--- src/rtl/cell_scan_ctrl.sv ---
// cell_scan_ctrl: walks cell origins across a stored frame, one cell per
// accepted handshake. Row base is accumulated (no multiplier); column steps
// by CELL_STEP. Optional linear cell index output when CELL_SCAN_IDX_EN is
// defined (default build omits it).
//
// state | meaning
// ------+--------------------------------------------------------------
// IDLE  | waiting for iSTART; all outputs zero
// RUN   | presenting cell origins, advancing on each transfer
// DONE  | one-cycle oDONE pulse after the last cell, then back to IDLE

module cell_scan_ctrl #(
  parameter int ROW_SIZE  = 66,
  parameter int CELL_STEP = 8,
  parameter int CELLS_X   = 8,
  parameter int CELLS_Y   = 16
) (
  input  logic        iCLK,
  input  logic        iRST,
  input  logic        iSTART,
  input  logic        iABORT,
  input  logic        iREADY,
  output logic        oVALID,
  output logic [13:0] oBEGIN_ROW,
  output logic [6:0]  oBEGIN_COL,
  output logic        oBUSY,
  output logic        oDONE
`ifdef CELL_SCAN_IDX_EN
  ,
  output logic [6:0]  oCELL_IDX
`endif
);

  localparam int XW = (CELLS_X > 1) ? $clog2(CELLS_X) : 1;
  localparam int YW = (CELLS_Y > 1) ? $clog2(CELLS_Y) : 1;
  localparam logic [13:0] ROW_STEP = 14'(CELL_STEP * ROW_SIZE);
  localparam logic [6:0]  COL_STEP = 7'(CELL_STEP);
  localparam logic [XW-1:0] X_LAST = XW'(CELLS_X - 1);
  localparam logic [YW-1:0] Y_LAST = YW'(CELLS_Y - 1);

  typedef enum logic [1:0] {
    IDLE = 2'd0,
    RUN  = 2'd1,
    DONE = 2'd2
  } state_t;

  state_t state, state_nxt;

  logic [XW-1:0] cell_x;
  logic [YW-1:0] cell_y;
  logic [13:0]   begin_row;
  logic [6:0]    begin_col;

  logic x_last, y_last, xfer, last_xfer, clear;

  assign x_last    = (cell_x == X_LAST);
  assign y_last    = (cell_y == Y_LAST);
  // abort wins over a simultaneous handshake
  assign xfer      = (state == RUN) && iREADY && !iABORT;
  assign last_xfer = xfer && x_last && y_last;
  // counters sit at zero everywhere except while scanning
  assign clear     = (state != RUN) || iABORT || last_xfer;

  // state register
  always_ff @(posedge iCLK or posedge iRST) begin
    if (iRST) state <= IDLE;
    else      state <= state_nxt;
  end

  // next-state logic
  always_comb begin
    state_nxt = state;
    case (state)
      IDLE: if (iSTART && !iABORT) state_nxt = RUN;
      RUN: begin
        if (iABORT)         state_nxt = IDLE;
        else if (last_xfer) state_nxt = DONE;
      end
      DONE:    state_nxt = IDLE;
      default: state_nxt = IDLE;
    endcase
  end

  // cell position counters and origin accumulators
  always_ff @(posedge iCLK or posedge iRST) begin
    if (iRST) begin
      cell_x    <= '0;
      cell_y    <= '0;
      begin_row <= '0;
      begin_col <= '0;
    end else if (clear) begin
      cell_x    <= '0;
      cell_y    <= '0;
      begin_row <= '0;
      begin_col <= '0;
    end else if (xfer) begin
      if (x_last) begin
        cell_x    <= '0;
        begin_col <= '0;
        cell_y    <= cell_y + 1'b1;
        begin_row <= begin_row + ROW_STEP;
      end else begin
        cell_x    <= cell_x + 1'b1;
        begin_col <= begin_col + COL_STEP;
      end
    end
  end

`ifdef CELL_SCAN_IDX_EN
  logic [6:0] cell_idx;

  // linear cell index, follows the same clear/advance rules as the origin
  always_ff @(posedge iCLK or posedge iRST) begin
    if (iRST)       cell_idx <= '0;
    else if (clear) cell_idx <= '0;
    else if (xfer)  cell_idx <= cell_idx + 1'b1;
  end

  assign oCELL_IDX = cell_idx;
`endif

  assign oVALID     = (state == RUN);
  assign oBUSY      = (state == RUN);
  assign oDONE      = (state == DONE);
  assign oBEGIN_ROW = begin_row;
  assign oBEGIN_COL = begin_col;

endmodule

--- config.mk ---
export PLATFORM = sky130hd
export DESIGN_NAME = cell_scan_ctrl
export DESIGN_NICKNAME = d
export VERILOG_FILES = /design/src/rtl/cell_scan_ctrl.sv
export SDC_FILE = /design/constraint.sdc
export NUM_CORES = 1
export LEC_CHECK = 0
export CORE_MARGIN = 1
export CORE_UTILIZATION = 40
export DETAILED_ROUTE_END_ITERATION = 10
export PLACE_DENSITY = 0.65
export SLEW_MARGIN = 20
export SYNTH_ARGS = -nofsm -noshare
export SYNTH_HDL_FRONTEND = slang
export SYNTH_SLANG_ARGS = --single-unit
--- constraint.sdc ---
create_clock -name iCLK -period 2.05 [get_ports iCLK]
set_input_delay 0.41 -clock iCLK [delete_from_list [all_inputs] [get_ports iCLK]]
set_output_delay 0.41 -clock iCLK [all_outputs]
set_load 0.03 [all_outputs]
After elaboration in Yosys (flattened, before gate mapping)
Index checks and enable logic that the tools add are counted.
W data, S select, Z words.
- add/sub/neg operators: 4
- eq/ne operators: 7
- mux-type cells: 16
- reduce and logical (&&, ||, !) cells: 13
- operators by type and width (kind ; number):
    $mux W14 ; 3
    $mux W7 ; 3
    $add A14 B10 Y14 const B ; 1
    $mux W4 ; 3
    $mux W3 ; 3
    $add A7 B4 Y7 const B ; 1
    $mux W2 ; 3
    $logic_and A1 B1 Y1 ; 5
    $add A4 B1 Y4 const B ; 1
    $eq A4 B4 Y1 const B ; 1
    $pmux W2 S2 ; 1
    $reduce_and A2 Y1 ; 2
    $reduce_bool A2 Y1 ; 2
    $add A3 B1 Y3 const B ; 1
    $eq A3 B3 Y1 const B ; 1
    $ne A3 B2 Y1 const B ; 1
    $eq A2 B1 Y1 const B ; 1
    $eq A2 B2 Y1 const B ; 1
    $logic_not A2 Y1 ; 1
    $logic_or A1 B1 Y1 ; 2
    $ne A2 B1 Y1 const B ; 1
    $ne A2 B2 Y1 const B ; 1
    $logic_not A1 Y1 ; 1
- bits in registers: 30
- output and inout bits: 24

Depth between registers and ports, before layout
- depth after elaboration: 8
- gate-level depth with buffers: 8
- mapped depth without buffers: 6

Least setup slack after synthesis
No wires, ideal clock.
- kind: flip-flop to flip-flop
- from: reg cell_x[0]
- to: reg begin_row[13], in the netlist oBEGIN_ROW[13]
- arrival: 1678 ps
- required time: 1968 ps
- setup slack: 290 ps
- stages on the path, launching flop included: 9
- path buffers: 2
- cells stage by stage: dfrtp_1 > ha_1 > ha_1 > buf_6 > and2_4 > buf_8 > nand2_4 > or4_1 > a31oi_1
- word-level cells in the longest chain between the ends: 6
- elaborated cells on any way between the ends: 8
- classes of those cells: 1 x eq/ne; 1 x mux; 6 x reduce/logical
- ends and longest elaborated chain (what ; RTL line ; RTL):
    start: declaration ; 49 ; logic [XW-1:0] cell_x;
    start signal: assignment ; 103 ; cell_x <= cell_x + 1'b1;
    $eq A3 B3 Y1 (*) ; 56 ; assign x_last = (cell_x == X_LAST);
    $logic_and A1 B1 Y1 (2 in a row) ; 60 ; assign last_xfer = xfer && x_last && y_last;
    $logic_or A1 B1 Y1 ; 62 ; assign clear = (state != RUN) || iABORT || last_xfer;
    $reduce_bool A2 Y1 (no line) ; - ;
    $reduce_and A2 Y1 (no line) ; - ;
    end signal: assignment ; 101 ; begin_row <= begin_row + ROW_STEP;
    end: declaration ; 51 ; logic [13:0] begin_row;
Mark *: on every way between the ends. The rest lies on a longest branch, timed or not.
A chain may end at the register's enable or synchronous reset.

Worst setup path after layout
- from: reg begin_row[6], in the netlist oBEGIN_ROW[6]
- to: out oBEGIN_ROW[6]
- RTL lines (what ; RTL line ; RTL):
    end: declaration ; 24 ; output logic [13:0] oBEGIN_ROW,
No word-level cell between the ends.

==> reports/metrics.cfg <==
[synthesis]
yosysSeqAreaShare_pct = 42.8
syn_area_sq_um = 1350
syn_inst = 148
ys_ff_latch = 23
synth.distinct_cells = 38
synth_top_cell_by_area = dfrtp_1
synth-main-ff-cell = dfrtp_1
yosysWarnings = 0
synth_top_area_share_pct = 42.8
synth_area_leaders = dfrtp_1 43%, a21oi_1 6.3%, buf_4 5.6%
synth_async_sr_flop_share_pct = 100
synth.avg_cell_area_sq_um = 9.09
synth_edf_count = 0

[clock_network]
htreeDepth = 1
clk_latency_ps = 310
root_buffer = clkbuf_4
tritoncts = yes
cts_made_buffers = 3
path_clk_slew_ps = 130
cts.sinks = 23
clk_path_buf_depth = 2
post_cts_buffers = 0

[min_path]
hold_class = in -> async

[setup_path]
critical_path_class = reg -> out
worst-path-max-fanout = 10
worstPathCellList = clkdlybuf4s50_1
start_kind = flip-flop
worstSetupEndpointType = primary output
r2r_cells = 6
r2r_slack_ps = 170
r2r-end = oBEGIN_ROW[13]
cp.buffers_inverters = 1
reg2reg_from = cell_x[0]
crit_family = buffers and inverters
critPathMaxStageDelay_ps = 730
cp_data_required_time_ps = 1640
crit_slowest_cell = clkdlybuf4s50_1
crit_arrival_ps = 1570

[grt]
antenna_found_initial = 0
gr-total-overflow = 0
grt_pass1_wl_microns = 4440
grt_max_degree = 24
grt_use_total_pct = 16.5
grt_pass1_vias = 995

[timing]
final_max_slew_viol_count = 0
fin_crit_sh_pct = 96.6
setup_tns_ps = 0
whs_ps = 415
fin_crit_ps = 1980
fmax_ghz = 0.505
finalClockSkew_ps = 2.15
layout_setup_ws_ps = 69.1
rsz0062_at_grt = no
setup_viol_count_final = 0
hold_violations = 0

[route]
first_pass_iters = 4
postRouteWirelength_microns = 2730
viasPerCell = 5.30
drt_iter0_drc = 35
drc = 0
post_drt_wl_per_cell_microns = 12.8
vias = 1128
ant_nets = 0

[final_layout]
syn_to_final_growth_pct = 17.5
fin_cells = 213
final_cell_mix = 23 x dfrtp_1, 19 x clkdlybuf4s50_1, 18 x nand2_1
layout_commonest_cell = dfrtp_1
diodes = 0
drive_above_1_share_pct = 7.69
nets = 180

[power_and_ir_drop]
p_per_area_nw_per_um2 = 476
p_leak_nw = 0.660
p_total_w = 0.000752
vdd_drop_max_mv = 0.213

[place]
place_ws_ps = 70.7
dp.cells = 209
io_buffers = 21
dp_hpwl_microns = 1930
globalplace.congestion = 0.788

[die]
ios = 29
core-area_sq_um = 3130
die_h_microns = 60.0
fp.dieW_microns = 60.0
die_area_sq_um = 3600
num_rows = 20
initial_utilization_pct = 43.0

[job]
maxCapViolations = 0

[status]
outcome = complete, no violations

==> layer usage <==
layer	vias up	GRT usage [%]	routed length, microns
met5	-	0	0
met4	0	6.98	37
met3	6	1.95	129
met2	35	26.2	1290
met1	531	22.6	1270
li1	556	-	-
==> final cells by class <==
| class | instances | area (sq um) |
|---|---|---|
| fillers | 304 | 1550 |
| multi-input cells | 112 | 652 |
| flip-flops and latches | 23 | 576 |
| repair buffers | 27 | 260 |
| well taps | 44 | 55.1 |
| clock buffers | 4 | 26.3 |
| inverters | 3 | 11.3 |
==> metrics by stage <==
step                      cell area [sq um]  utilization, %
after floorplan                        1370               -
after global placement                 1550            49.4
after detailed placement               1550            49.4
after CTS                              1570            50.3
after global routing                   1580            50.5
final                                  1580            50.5
==> kinds of logic (layout without fill, tap and decap cells) <==
kind of cell | count (synthesis) | in the layout | synth area share [%]
simple gates | 64 | 64 | 24.4
compound gates | 35 | 35 | 16.7
flops | 23 | 23 | 42.8
buf+inv | 19 | 34 | 10.6
fa+ha+maj | 5 | 5 | 4.65
other cells | 1 | 7 | 0.279
xor+xnor | 1 | 1 | 0.651
==> flip-flops by register name, indices dropped and copies added, names as in the netlist <==
signal,flops
oBEGIN_ROW,10
cell_y,4
oBEGIN_COL,4
cell_x,3
state,2
==> synthesized netlist by cell type, types with 2 or more instances <==
cell type   n
a21oi_1    17
a311oi_1    2
a31oi_1     3
and3_1      3
buf_4      10
buf_6       3
clkbuf_1    2
dfrtp_1    23
ha_1        5
inv_1       3
nand2_1    19
nand2b_1    2
nand3_1     7
nand3b_1    3
nor2_1     16
nor2b_1     2
nor3_1      4
o21ai_0     3
or4_1       2
==> how the worst max path moves through the flow <==
| stage | slack, ps | to | cells after the start | from |
|---|---|---|---|---|
| 2_1_floorplan | 290 | oBEGIN_ROW[13] | 8 | cell_x[0] |
| 3_3_place_gp | 160 | oBEGIN_ROW[13] | 5 | iREADY |
| 3_5_place_dp | 70 | state[0] | 5 | cell_x[0] |
| 4_1_cts | 6 | oVALID | 2 | state[0] |
| 5_1_grt | 2 | oBEGIN_ROW[6] | 1 | oBEGIN_ROW[6] |
| 6_report | 70 | oBEGIN_ROW[6] | 1 | oBEGIN_ROW[6] |
==> what timing repair did <==
item                       CTS  global route
setup endpoints to repair    0             3
hold buffers                 0             0
resized for setup            0             3
hold endpoints to repair     0             0
==> where the power goes <==
group / switching [W] / internal, W
clock network: 0.000142 / 0.0000761
logic: 0.0000517 / 0.0000225
registers: 0.00000331 / 0.000457
Power figures use the tool's default switching activity.
